===== src/rtl/sw_cond_pkg.sv =====
// Shared definitions for the switch-conditioning blocks.
// - sw_state_t and the S_* constants: 2-bit debounce FSM encoding.
// - CLK_HZ, DEBOUNCE_MS, LONG_PRESS_MS: default board timing.
// - ms_to_cycles(): converts a millisecond interval into i_Clk cycles.
package sw_cond_pkg;

  typedef logic [1:0] sw_state_t;

  localparam sw_state_t S_LOW      = 2'd0;
  localparam sw_state_t S_RISE_CHK = 2'd1;
  localparam sw_state_t S_HIGH     = 2'd2;
  localparam sw_state_t S_FALL_CHK = 2'd3;

  localparam int unsigned CLK_HZ        = 25000000;
  localparam int unsigned DEBOUNCE_MS   = 10;
  localparam int unsigned LONG_PRESS_MS = 1000;

  function automatic int unsigned ms_to_cycles(input int unsigned ms);
    return (CLK_HZ / 1000) * ms;
  endfunction

endpackage


===== src/rtl/sync_2ff.sv =====
// Generic two-flop synchroniser with synchronous active-high reset.
// Ports:
//   clk - destination clock
//   rst - synchronous, active-high reset; clears both stages
//   d   - asynchronous input bus (each bit synchronised independently)
//   q   - synchronised output, two clk edges behind d
module sync_2ff #(
  parameter int unsigned WIDTH = 1
) (
  input  logic             clk,
  input  logic             rst,
  input  logic [WIDTH-1:0] d,
  output logic [WIDTH-1:0] q
);

  logic [WIDTH-1:0] sync1;
  logic [WIDTH-1:0] sync2;

  always_ff @(posedge clk) begin
    if (rst) begin
      sync1 <= '0;
      sync2 <= '0;
    end else begin
      sync1 <= d;
      sync2 <= sync1;
    end
  end

  assign q = sync2;

endmodule


===== src/rtl/switch_debounce_sync.sv =====
// Push-button conditioning: synchronise, debounce, and emit a clean level with
// single-cycle press/release strobes.
// Ports:
//   i_Clk        - system clock, all logic on its rising edge
//   i_Reset      - synchronous, active-high reset
//   i_Switch     - raw asynchronous switch level (1 = pressed)
//   o_Switch     - debounced level
//   o_Press      - one-cycle strobe on the debounced 0->1 change
//   o_Release    - one-cycle strobe on the debounced 1->0 change
//   o_Long_Press - one-cycle strobe after the level has been high for
//                  LONG_PRESS_LIMIT cycles
// Build option: define LONG_PRESS_EN to build the hold counter; otherwise
// o_Long_Press is tied to 0.
module switch_debounce_sync
  import sw_cond_pkg::*;
#(
  parameter int unsigned DEBOUNCE_LIMIT   = ms_to_cycles(DEBOUNCE_MS),
  parameter int unsigned LONG_PRESS_LIMIT = ms_to_cycles(LONG_PRESS_MS)
) (
  input  logic i_Clk,
  input  logic i_Reset,
  input  logic i_Switch,
  output logic o_Switch,
  output logic o_Press,
  output logic o_Release,
  output logic o_Long_Press
);

  if (DEBOUNCE_LIMIT < 2) begin : g_bad_debounce_limit
    $error("DEBOUNCE_LIMIT must be >= 2");
  end
  if (LONG_PRESS_LIMIT < 2) begin : g_bad_long_press_limit
    $error("LONG_PRESS_LIMIT must be > 1");
  end

  localparam int unsigned CNT_W = $clog2(DEBOUNCE_LIMIT + 1);
  localparam logic [CNT_W-1:0] CNT_LAST = CNT_W'(DEBOUNCE_LIMIT - 1);

  logic             sw_sync;
  sw_state_t        state_q, state_d;
  logic [CNT_W-1:0] cnt_q, cnt_d;
  logic             switch_q, switch_d;
  logic             press_q, press_d;
  logic             release_q, release_d;

  sync_2ff #(
    .WIDTH(1)
  ) u_sync (
    .clk(i_Clk),
    .rst(i_Reset),
    .d  (i_Switch),
    .q  (sw_sync)
  );

  // The counter is cleared on every transition so it can never wrap.
  always_comb begin
    state_d   = state_q;
    cnt_d     = cnt_q;
    press_d   = 1'b0;
    release_d = 1'b0;
    case (state_q)
      S_LOW: begin
        cnt_d = '0;
        if (sw_sync) begin
          state_d = S_RISE_CHK;
          cnt_d   = CNT_W'(1);
        end
      end
      S_RISE_CHK: begin
        if (!sw_sync) begin
          state_d = S_LOW;
          cnt_d   = '0;
        end else if (cnt_q == CNT_LAST) begin
          state_d = S_HIGH;
          cnt_d   = '0;
          press_d = 1'b1;
        end else begin
          cnt_d = cnt_q + 1'b1;
        end
      end
      S_HIGH: begin
        cnt_d = '0;
        if (!sw_sync) begin
          state_d = S_FALL_CHK;
          cnt_d   = CNT_W'(1);
        end
      end
      S_FALL_CHK: begin
        if (sw_sync) begin
          state_d = S_HIGH;
          cnt_d   = '0;
        end else if (cnt_q == CNT_LAST) begin
          state_d   = S_LOW;
          cnt_d     = '0;
          release_d = 1'b1;
        end else begin
          cnt_d = cnt_q + 1'b1;
        end
      end
      default: begin
        state_d = S_LOW;
        cnt_d   = '0;
      end
    endcase
    // Level follows the next state so it changes in the same cycle as the strobe.
    switch_d = (state_d == S_HIGH) || (state_d == S_FALL_CHK);
  end

  always_ff @(posedge i_Clk) begin
    if (i_Reset) begin
      state_q   <= S_LOW;
      cnt_q     <= '0;
      switch_q  <= 1'b0;
      press_q   <= 1'b0;
      release_q <= 1'b0;
    end else begin
      state_q   <= state_d;
      cnt_q     <= cnt_d;
      switch_q  <= switch_d;
      press_q   <= press_d;
      release_q <= release_d;
    end
  end

  assign o_Switch  = switch_q;
  assign o_Press   = press_q;
  assign o_Release = release_q;

`ifdef LONG_PRESS_EN
  localparam int unsigned HOLD_W = $clog2(LONG_PRESS_LIMIT + 1);
  localparam logic [HOLD_W-1:0] HOLD_LAST = HOLD_W'(LONG_PRESS_LIMIT - 1);

  logic [HOLD_W-1:0] hold_q, hold_d;
  logic              long_q, long_d;

  // Cleared only on a fresh press, so a rejected fall bounce keeps counting.
  // Saturates at HOLD_LAST, which limits the strobe to once per press.
  always_comb begin
    hold_d = hold_q;
    long_d = 1'b0;
    if (state_q == S_LOW || (state_q == S_RISE_CHK && state_d == S_HIGH)) begin
      hold_d = '0;
    end else if (state_q == S_HIGH || state_q == S_FALL_CHK) begin
      if (hold_q != HOLD_LAST) begin
        hold_d = hold_q + 1'b1;
        long_d = (hold_d == HOLD_LAST);
      end
    end
  end

  always_ff @(posedge i_Clk) begin
    if (i_Reset) begin
      hold_q <= '0;
      long_q <= 1'b0;
    end else begin
      hold_q <= hold_d;
      long_q <= long_d;
    end
  end

  assign o_Long_Press = long_q;
`else
  assign o_Long_Press = 1'b0;
`endif

endmodule


===== config.mk =====
export PLATFORM = sky130hd
export DESIGN_NAME = switch_debounce_sync
export DESIGN_NICKNAME = d
export VERILOG_FILES = /design/src/rtl/sw_cond_pkg.sv /design/src/rtl/sync_2ff.sv /design/src/rtl/switch_debounce_sync.sv
export SDC_FILE = /design/constraint.sdc
export NUM_CORES = 1
export LEC_CHECK = 0
export BUFFER_PORTS_ARGS = -buffer_cell sky130_fd_sc_hd__buf_4
export CAP_MARGIN = 20
export CORE_MARGIN = 2
export CORE_UTILIZATION = 61
export CTS_BUF_LIST = sky130_fd_sc_hd__clkbuf_4
export DETAILED_ROUTE_END_ITERATION = 7
export PLACE_DENSITY = 0.87
export SKIP_CTS_REPAIR_TIMING = 1
export SYNTH_ARGS = -nofsm -noshare
export SYNTH_HDL_FRONTEND = slang
export SYNTH_SLANG_ARGS = --single-unit
export TNS_END_PERCENT = 50

===== constraint.sdc =====
create_clock -name i_Clk -period 2.5 [get_ports i_Clk]
set_input_delay 0 -clock i_Clk [delete_from_list [all_inputs] [get_ports i_Clk]]
set_output_delay 0 -clock i_Clk [all_outputs]
set_load 0.005 [all_outputs]

==> results of run 1 <==
==> per-stage QoR <==
stage | hold WS, ns | total power [mW] | setup slack (ns)
2_1_floorplan | 0.0691 | 0.400 | 0.744
3_3_place_gp | 0.208 | 0.402 | 0.464
3_5_place_dp | 0.216 | 0.403 | 0.361
4_1_cts | -0.131 | 0.676 | 0.331
5_1_grt | 0.457 | 0.691 | 0.134
6_report | 0.429 | 0.679 | 0.304
==> power by group through the flow <==
stage	logic (mW)	registers, mW	clock network [mW]
2_1_floorplan	0.00486	0.395	0
3_3_place_gp	0.00712	0.395	0
3_5_place_dp	0.00748	0.395	0
4_1_cts	0.00752	0.387	0.282
5_1_grt	0.0115	0.387	0.292
6_report	0.0102	0.387	0.282
==> worst paths after layout <==
check | start | end | slack (ns) | cells past startpoint
min reg2reg | u_sync.sync1 | u_sync.q | 0.46 | 1
min | i_Reset | state_q[1] | 0.43 | 3
max reg2reg | cnt_q[0] | cnt_q[7] | 0.30 | 5
max | cnt_q[0] | cnt_q[7] | 0.30 | 5
==> area by class of cell <==
cell class	count	area share [%]
Sequential cell	24	41.0
Clock buffer	3	1.92
Inverter	7	2.24
Clock inverter	1	2.56
Multi-Input combinational cell	79	45.5
Tap cell	17	1.82
Timing Repair Buffer	7	4.91
==> metal layers <==
metal / track usage [%] / vias to the layer above
li1: - / 405
met1: 29.5 / 355
met2: 27.2 / 21
met3: 4.76 / 4
met4: 9.71 / 0
met5: 0 / -
==> worst max-delay path: stages, from the launching register on <==
cell and delay [ns]:
dfxtp_1 0.43, ha_1 0.23, nand3_2 0.19, nor4_1 0.54
a211o_1 0.57, nor2_1 0.11
==> cells by family (layout without fill, tap and decap cells) <==
group                    after synthesis  in the layout  share of synthesized area [%]
XOR/XNOR                              15             15                           12.3
adder cells (fa/ha/maj)                1              1                           1.17
other                                  1              1                          0.351
buffers and inverters                 10             18                           5.26
AND/OR/NAND/NOR                       54             54                           30.6
flip-flops                            24             24                           44.9
AO/OA/AOI/OAI                          8              8                           5.38
==> sequential cells by signal, summed over array words and instances (netlist names) <==
name          flops
cnt_q            18
o_Press           1
o_Release         1
state_q           2
u_sync.q          1
u_sync.sync1      1
==> cell usage in the layout (no fill, tap or decap) <==
cell | netlist | layout
xnor2_1 | 13 | 13
ha_1 | 1 | 1
o21ai_0 | 2 | 2
or4bb_1 | 1 | 1
a21oi_1 | 1 | 1
nand3_1 | 4 | 4
nor2_2 | 1 | 1
and4bb_1 | 1 | 1
a211o_1 | 1 | 1
inv_1 | 7 | 7
clkbuf_4 | 0 | 3
nor2b_1 | 2 | 2
a31o_2 | 1 | 1
bufinv_16 | 0 | 1
nand2_1 | 3 | 3
dfxtp_1 | 24 | 24
nand4_4 | 1 | 1
nand3_2 | 1 | 1
nor4b_2 | 1 | 1
buf_4 | 1 | 5
nand4_1 | 3 | 3
dlygate4sd3_1 | 0 | 2
a211oi_1 | 1 | 1
and3_1 | 1 | 1
conb_1 | 1 | 1
nand2b_1 | 2 | 2
or3_1 | 2 | 2
nand4_2 | 1 | 1
nor4_1 | 6 | 6
xor2_1 | 2 | 2
a21oi_2 | 2 | 2
or4_2 | 1 | 1
nor3_1 | 4 | 4
or4_4 | 1 | 1
nor2_1 | 18 | 18
==> metrics.csv, run 1 <==
stage;metric;value;unit
status;outcome;complete, no violations;
sta;rsz0062_at_grt;false;
synth;synth_seq_cells;24;
clock_network;cts_tree;built;
final_layout;nFillCells;122;
place;io_buffers;5;
power_and_ir_drop;sw_frac_of_total;18.6;%
clock_network;cts_buffers;3;
grt;grt-ovfl-total;0;
floorplanning;dieArea;2100;um^2
final_layout;multiInputGateArea;533;um^2
power_and_ir_drop;clock_power_share;41.5;%
grt;antenna_found_initial;0;
power_and_ir_drop;vdd_drop_max;0.416;mV
synth;synth.top_cell.area_share;44.9;%
final_layout;area_growth;9.47;%
clock_network;clock_latency;0.32;ns
routing;wirelength;1810;um
power_and_ir_drop;p_per_area;580;nW/um^2
clock_network;cts.path.max_buffers;2;
floorplanning;rows;15;
grt;grt_max_degree;18;
final_layout;antennaDiodeCount;0;
critical_path;required;2.70;ns
synth;async_flop_share;0;%
routing;drtIter0Drc;19;
sta;hold_viol_final;0;
synth;synth_area_leader_cell;dfxtp_1;
grt;grtUsageTotal;20.1;%
routing;drc;0;
synth;dominantRegCellSynth;dfxtp_1;
floorplanning;ios;7;
routing;ant_nets;0;
clock_network;clkSinkCount;24;
final_layout;design_area;1170;um^2
routing;met3_length;71;um
worst_hold_path;hp-class;input pin to register;
critical_path;worstPathArrival;2.40;ns
final_layout;instances_no_fill;138;
place;place_area;1100;um^2
critical_path;critPathLaunchType;register;
synth;synth_area_leaders;dfxtp_1 (45%), xnor2_1 (11%), nor2_1 (6.3%);
synth;syn_area_per_cell;9.47;um^2
synth;synth_edf_count;0;
floorplanning;die_y;45.9;um
floorplanning;core_area;1690;um^2
synth;yosys_warnings;0;
synth;synthTopCellsByCount;dfxtp_1 (24), nor2_1 (18), xnor2_1 (13);
synth;syn_area;1070;um^2
floorplanning;start_util;63.3;%
critical_path;crit_fanout;17;
synth;yosysMostFrequentCell;dfxtp_1;
clock_network;htreeDepth;1;
synth;syn_nets;117;
sta;setup_viol;0;
routing;top_layer_used;met4;
final_layout;post-route-util;69.3;%
critical_path;path_class;register to register;
clock_network;clockRootBuffer;clkbuf_4;
routing;wire_per_inst;13.1;um
final_layout;ff_latch_area;480;um^2
power_and_ir_drop;power_leakage;0.372;nW
power_and_ir_drop;combPwrFrac;1.5;%
routing;vias;785;
routing;via_per_inst;5.69;
place;place.gp.congestion;0.910;
sta;tns;0;ns
run;cap_violations;0;
synth;ys_seq_area_share;44.9;%
routing;wirelength_met1;919;um
floorplanning;die_x;45.9;um
sta;max_slew.worst_pin.slew;0.550;ns
power_and_ir_drop;p_int;553;uW
power_and_ir_drop;power_switching;126;uW
power_and_ir_drop;pwr-share-seq;57.0;%
routing;drt_pass1_iterations;4;
grt;first_global_vias;685;
final_layout;nNetsFinal;126;
synth;synthDistinctLibCells;33;
clock_network;clkTransAtPathRegs;0.13;ns
critical_path;cp-end-kind;register;
sta;period_needed;2.20;ns
sta;max_slew_margin;63.3;%
place;place_inst;132;
sta;period_share;87.8;%
synth;synth_cells;113;
sta;fin_skew;0.00559;ns
grt;grt_pass1_wl;2990;um
routing;wl_met2;796;um
place;dp_hpwl;1250;um
sta;slew_violations;0;
sta;max_clock_freq;0.455;GHz
final_layout;final_layout_size_suffix_gt1_share;15.7;%
(Power assumes the default switching activity.)
==> run 2: changes to the inputs <==
==> constraint.sdc (replaced) <==
create_clock -name i_Clk -period 2.5 [get_ports i_Clk]
set_input_delay 0.25 -clock i_Clk [delete_from_list [all_inputs] [get_ports i_Clk]]
set_output_delay 0.25 -clock i_Clk [all_outputs]
set_load 0.005 [all_outputs]
==> run 2 against run 1 <==
Die area did not move. Power fell by 0.51%. Combinational power fell by 27%. Hold slack got worse by 0.31 ns. Setup slack improved by 0.0015 ns. Largest power group unchanged. First-iteration DRC count did not move. Flip-flop and latch count did not move.
==> metrics.csv, run 2 (synthesis results as in run 1) <==
stage;metric;value;unit;change
place;place_ws;0.361;ns;unchanged
critical_path;rr_worst_depth;5;;unchanged
critical_path;worstPathArrival;2.39;ns;was 2.40 ns
power_and_ir_drop;vdd_drop_max;0.410;mV;was 0.416 mV
sta;hold_viol_final;0;;unchanged
clock_network;clockRootBuffer;clkbuf_4;;unchanged
grt;grtUsageTotal;20.1;%;unchanged
power_and_ir_drop;p_per_area;587;nW/um^2;was 580 nW/um^2
critical_path;critPathMaxStageDelay;0.57;ns;about the same
final_layout;nFillCells;124;;was 122
routing;vias;775;;was 785
clock_network;cts_buffers;3;;unchanged
critical_path;reg2reg_slack;0.31;ns;was 0.30 ns
routing;wirelength;1780;um;was 1810 um
sta;slew_violations;0;;unchanged
final_layout;mostFrequentLayoutCell;dfxtp_1;;unchanged
sta;max_clock_freq;0.456;GHz;was 0.455 GHz
clock_network;htreeDepth;1;;unchanged
critical_path;required;2.70;ns;about the same
final_layout;largest-register;cnt_q;;unchanged
critical_path;cp_cell_sequence;ha_1, nand3_2, nor4_1, a211o_1, nor2_1;;unchanged
final_layout;ff_latch_area;480;um^2;unchanged
final_layout;reg_top3;cnt_q (18), state_q (2);;unchanged
sta;tns;0;ns;unchanged
routing;drtIter0Drc;19;;unchanged
status;outcome;complete, no violations;;unchanged
critical_path;crit_fanout;17;;unchanged
sta;setup_ws;0.306;ns;was 0.304 ns
sta;max_slew_margin;63.3;%;about the same
critical_path;critPathSlowestCell;a211o_1;;unchanged
floorplanning;core_area;1690;um^2;unchanged
floorplanning;start_util;63.3;%;unchanged
sta;rsz0062_at_grt;false;;unchanged
sta;fin_skew;0.00453;ns;was 0.00559 ns
floorplanning;die_y;45.9;um;unchanged
floorplanning;ios;7;;unchanged
critical_path;r2r_end;cnt_q[7];;unchanged
run;cap_violations;0;;unchanged
critical_path;r2r_start;cnt_q[0];;unchanged
clock_network;cts.path.max_buffers;2;;unchanged
floorplanning;rows;15;;unchanged
grt;grt_pass1_wl;2990;um;unchanged
final_layout;multiInputGateArea;533;um^2;unchanged
sta;period_share;87.8;%;about the same
sta;setup_viol;0;;unchanged
grt;grt-ovfl-total;0;;unchanged
grt;first_global_vias;685;;unchanged
place;place_area;1100;um^2;unchanged
place;dp_hpwl;1250;um;unchanged
final_layout;design_area;1150;um^2;was 1170 um^2
grt;grt_max_degree;18;;unchanged
critical_path;cp-end-kind;register;;unchanged
final_layout;area_growth;7.60;%;was 9.47%
floorplanning;die_x;45.9;um;unchanged
final_layout;final_cell_mix;dfxtp_1 (24), nor2_1 (18), xnor2_1 (13), inv_1 (7), nor4_1 (6);;unchanged
grt;antenna_found_initial;0;;unchanged
clock_network;clkSinkCount;24;;unchanged
power_and_ir_drop;power_leakage;0.364;nW;was 0.372 nW
routing;via_per_inst;5.70;;was 5.69
critical_path;path_class;register to register;;unchanged
final_layout;final_layout_size_suffix_gt1_share;16.0;%;was 15.7%
critical_path;critPathLaunchType;register;;unchanged
critical_path;crit_start;cnt_q[0];;unchanged
worst_hold_path;hp-class;input pin to register;;unchanged
clock_network;clkTransAtPathRegs;0.13;ns;about the same
routing;ant_nets;0;;unchanged
floorplanning;dieArea;2100;um^2;unchanged
sta;period_needed;2.19;ns;was 2.20 ns
routing;drt_pass1_iterations;4;;unchanged
routing;drc;0;;unchanged
final_layout;nNetsFinal;124;;was 126
critical_path;cp-endpoint;cnt_q[7];;unchanged
clock_network;cts_tree;built;;unchanged
final_layout;antennaDiodeCount;0;;unchanged
clock_network;clock_latency;0.32;ns;about the same
final_layout;post-route-util;68.1;%;was 69.3%
routing;wire_per_inst;13.1;um;about the same
place;io_buffers;5;;unchanged
place;place.gp.congestion;0.910;;unchanged
final_layout;largest_register_ffs;18;;unchanged
sta;max_slew.worst_pin.slew;0.550;ns;about the same
run 2: layout make-up:
cell class                 instances  area share [%]
multi-input combinational         79            46.3
sequential                        24            41.7
clock buffer                       3            1.96
timing repair buffer               5            3.26
inverter                           7            2.28
tap                               17            1.85
clock inverter                     1            2.61
run 2: critical path, delay by kind of cell (launching register included):
family | cells | cell delay, ns
AOI/OAI and AO/OA | 1 | 0.57
adders and majority gates | 1 | 0.23
DFF | 1 | 0.43
and+or+nand+nor | 3 | 0.84
run 2: worst min path at each step:
stage                 endpoint  cells after the start    startpoint
floorplan           state_q[1]                      1       i_Reset
global placement      u_sync.q                      1  u_sync.sync1
detailed placement    u_sync.q                      1  u_sync.sync1
CTS                 state_q[1]                      2       i_Reset
global route          u_sync.q                      2       i_Reset
finish              state_q[1]                      2       i_Reset
run 2: metal layers:
layer	vias to the layer above	share of wire, %	GRT usage, %
met5	-	0	0
met4	0	1.5	9.71
met3	4	4.0	4.76
met2	21	44	27.2
met1	349	51	29.5
li1	401	-	-
run 2: power by group:
group          internal, mW  leakage [nW]  switching [mW]
combinational       0.00403         0.142         0.00341
sequential            0.385         0.194         0.00207
clock                 0.162        0.0279           0.119
total                 0.551         0.364           0.125
run 2: per-stage QoR:
stage          std cells  total power, mW  hold slack, ns
5_1_grt              136            0.688           0.122
4_1_cts              136            0.676           0.119
3_3_place_gp         132            0.402           0.419
2_1_floorplan        113            0.400           0.319
3_5_place_dp         132            0.403           0.422
6_report             136            0.676           0.117
==> run 3: changes to the inputs <==
Settings changed: SYNTH_HIERARCHICAL from default to 1.
==> run 3 against run 2 <==
Clock power shrank 2%. Global-route usage grew 1.9 points. Maximum frequency grew 23%. Via count grew 9.7%. Combinational power grew 4.4%. Cell area shrank 0.22%. Power shrank 0.82%. Register-to-register slack gained 0.42 ns. Critical path type unchanged. Critical endpoint is now cnt_q[15]. Largest cell class unchanged. Highest routed layer unchanged.
==> metrics.csv, run 3 <==
stage;metric;value;unit;change
place;place.gp.congestion;0.837;;was 0.910
final_layout;nFillCells;125;;was 124
power_and_ir_drop;clock_power_share;41.2;%;was 41.7%
power_and_ir_drop;combPwrFrac;1.2;%;was 1.1%
power_and_ir_drop;sw_frac_of_total;17.8;%;was 18.5%
power_and_ir_drop;power_leakage;0.356;nW;was 0.364 nW
place;place_ws;0.753;ns;was 0.361 ns
sta;tns;0;ns;unchanged
sta;rsz0062_at_grt;false;;unchanged
clock_network;cts_tree;built;;unchanged
critical_path;required;2.75;ns;was 2.70 ns
clock_network;clock_latency;0.32;ns;about the same
final_layout;design_area;1150;um^2;about the same
place;place_inst;136;;was 132
clock_network;cts_buffers;3;;unchanged
synth;synth.top_cell.area_share;45.7;%;was 44.9%
sta;period_share;71.2;%;was 87.8%
floorplanning;core_area;1560;um^2;was 1690 um^2
synth;synthDistinctLibCells;31;;was 33
final_layout;area_growth;9.29;%;was 7.60%
status;outcome;complete, no violations;;unchanged
final_layout;antennaDiodeCount;0;;unchanged
routing;ant_nets;0;;unchanged
worst_hold_path;hp-class;input pin to register;;unchanged
sta;hold_viol_final;0;;unchanged
floorplanning;dieArea;2070;um^2;was 2100 um^2
critical_path;critical-path-top-delay-family;simple AND/OR/NAND/NOR gates;;unchanged
final_layout;final_cell_mix;dfxtp_1 (24), nor2_1 (16), xnor2_1 (13);;was dfxtp_1 (24), nor2_1 (18), xnor2_1 (13), inv_1 (7), nor4_1 (6)
clock_network;clockRootBuffer;clkbuf_4;;unchanged
floorplanning;rows;14;;was 15
final_layout;reg_top3;cnt_q (18), state_q (2);;unchanged
final_layout;mostFrequentLayoutCell;dfxtp_1;;unchanged
synth;synthTopCellsByCount;dfxtp_1 (24), nor2_1 (16), xnor2_1 (13);;was dfxtp_1 (24), nor2_1 (18), xnor2_1 (13)
synth;dominantRegCellSynth;dfxtp_1;;unchanged
floorplanning;die_y;45.5;um;was 45.9 um
critical_path;crit_buf_inv;0;;unchanged
power_and_ir_drop;p_per_area;584;nW/um^2;was 587 nW/um^2
place;dp_hpwl;1370;um;was 1250 um
grt;grtUsageTotal;22.0;%;was 20.1%
final_layout;multiInputGateArea;536;um^2;was 533 um^2
synth;async_flop_share;0;%;unchanged
grt;grt-ovfl-total;0;;unchanged
critical_path;critPathMaxStageDelay;0.57;ns;about the same
clock_network;htreeDepth;1;;unchanged
final_layout;ff_latch_area;480;um^2;unchanged
routing;drc;0;;unchanged
critical_path;cp_cell_sequence;nand3_4, or4_4, or3_1, a21oi_1;;was ha_1, nand3_2, nor4_1, a211o_1, nor2_1
power_and_ir_drop;vdd_drop_max;0.443;mV;was 0.410 mV
power_and_ir_drop;p_int;551;uW;about the same
floorplanning;ios;7;;unchanged
place;io_buffers;5;;unchanged
synth;synth_area_leaders;dfxtp_1 (46%), xnor2_1 (11%), nor2_1 (5.7%);;was dfxtp_1 (45%), xnor2_1 (11%), nor2_1 (6.3%)
critical_path;crit_fanout;10;;was 17
synth;yosys_warnings;6;;was 0
grt;first_global_vias;783;;was 685
power_and_ir_drop;p_total;670;uW;was 676 uW
grt;grt_pass1_wl;3200;um;was 2990 um
sta;whs;0.126;ns;was 0.117 ns
synth;ys_seq_area_share;45.7;%;was 44.9%
place;place_area;1100;um^2;about the same
routing;vias;850;;was 775
sta;setup_viol;0;;unchanged
power_and_ir_drop;power_switching;119;uW;was 125 uW
sta;slew_violations;0;;unchanged
grt;grt_max_degree;17;;was 18
grt;antenna_found_initial;0;;unchanged
synth;synth_edf_count;0;;unchanged
power_and_ir_drop;pwr-share-seq;57.6;%;was 57.2%
critical_path;critPathLaunchType;register;;unchanged
run;cap_violations;0;;unchanged
synth;synth_cells;117;;was 113
critical_path;path_class;register to register;;unchanged
floorplanning;start_util;67.4;%;was 63.3%
critical_path;worstPathArrival;2.03;ns;was 2.39 ns
floorplanning;die_x;45.5;um;was 45.9 um
routing;wirelength;1950;um;was 1780 um
synth;synth_area_leader_cell;dfxtp_1;;unchanged
final_layout;post-route-util;73.7;%;was 68.1%
routing;drt_pass1_iterations;4;;unchanged
critical_path;critPathSlowestCell;or4_4;;was a211o_1
final_layout;largest-register;cnt_q;;unchanged
sta;period_needed;1.78;ns;was 2.19 ns
sta;setup_ws;0.721;ns;was 0.306 ns
synth;synth_seq_cells;24;;unchanged
final_layout;largest_register_ffs;18;;unchanged
synth;syn_area;1050;um^2;was 1070 um^2
clock_network;clkSinkCount;24;;unchanged
final_layout;final_layout_size_suffix_gt1_share;11.3;%;was 16.0%
routing;via_per_inst;6.07;;was 5.70
sta;max_clock_freq;0.562;GHz;was 0.456 GHz
final_layout;instances_no_fill;140;;was 136
routing;wire_per_inst;13.9;um;was 13.1 um
final_layout;nNetsFinal;129;;was 124
clock_network;cts.path.max_buffers;2;;unchanged
critical_path;cp-end-kind;register;;unchanged
synth;yosysMostFrequentCell;dfxtp_1;;unchanged
synth;syn_area_per_cell;8.98;um^2;was 9.47 um^2
synth;syn_nets;121;;was 117
clock_network;clkTransAtPathRegs;0.13;ns;about the same
routing;drtIter0Drc;23;;was 19
sta;fin_skew;0.00992;ns;was 0.00453 ns
-- run 3: cell count changes after synthesis, moves of 2 or more --
| cell | before | now |
|---|---|---|
| nor2_1 | 18 | 16 |
| a21oi_1 | 1 | 4 |
| a21oi_2 | 2 | 0 |
| nor3_1 | 4 | 6 |
| buf_6 | 2 | 0 |
| and3_1 | 1 | 4 |
| nand2_1 | 3 | 5 |
-- run 3: worst paths after layout --
kind,startpoint,to,slack (ns),cells after the start
min,i_Reset,state_q[1],0.13,2
max,cnt_q[4],cnt_q[15],0.72,4
min reg2reg,u_sync/sync1,u_sync/q,0.46,1
max reg2reg,cnt_q[4],cnt_q[15],0.72,4
-- run 3: cells by family (layout without fill, tap and decap cells) --
kind of cell	Yosys count	after routing	synth area share [%]
and+or+nand+nor	60	60	32.5
DFF	24	24	45.7
buffers and inverters	8	15	3.33
AOI/OAI and AO/OA	9	9	5.24
xor gates and xnor gates	14	14	11.7
other	1	1	0.357
adders and majority gates	1	1	1.19
-- run 3: power groups by stage --
stage,clock (mW),combinational (mW),sequential (mW)
6_report,0.276,0.00778,0.386
5_1_grt,0.294,0.00888,0.387
4_1_cts,0.277,0.00783,0.386
3_5_place_dp,0,0.00775,0.395
3_3_place_gp,0,0.00749,0.395
2_1_floorplan,0,0.00467,0.394
-- run 3: layer usage --
metal,wire length (um),GRT usage [%]
met4,46,12.9
met2,1010,38.0
met1,854,24.9
met5,0,0
met3,41,3.97
-- run 3: cell type report --
class                           count  share of cell area, %
Multi-Input combinational cell     85                   46.6
Clock buffer                        3                   1.96
Inverter                            6                   1.96
Timing Repair Buffer                5                   3.27
Sequential cell                    24                   41.8
Clock inverter                      1                   2.61
Tap cell                           16                   1.74
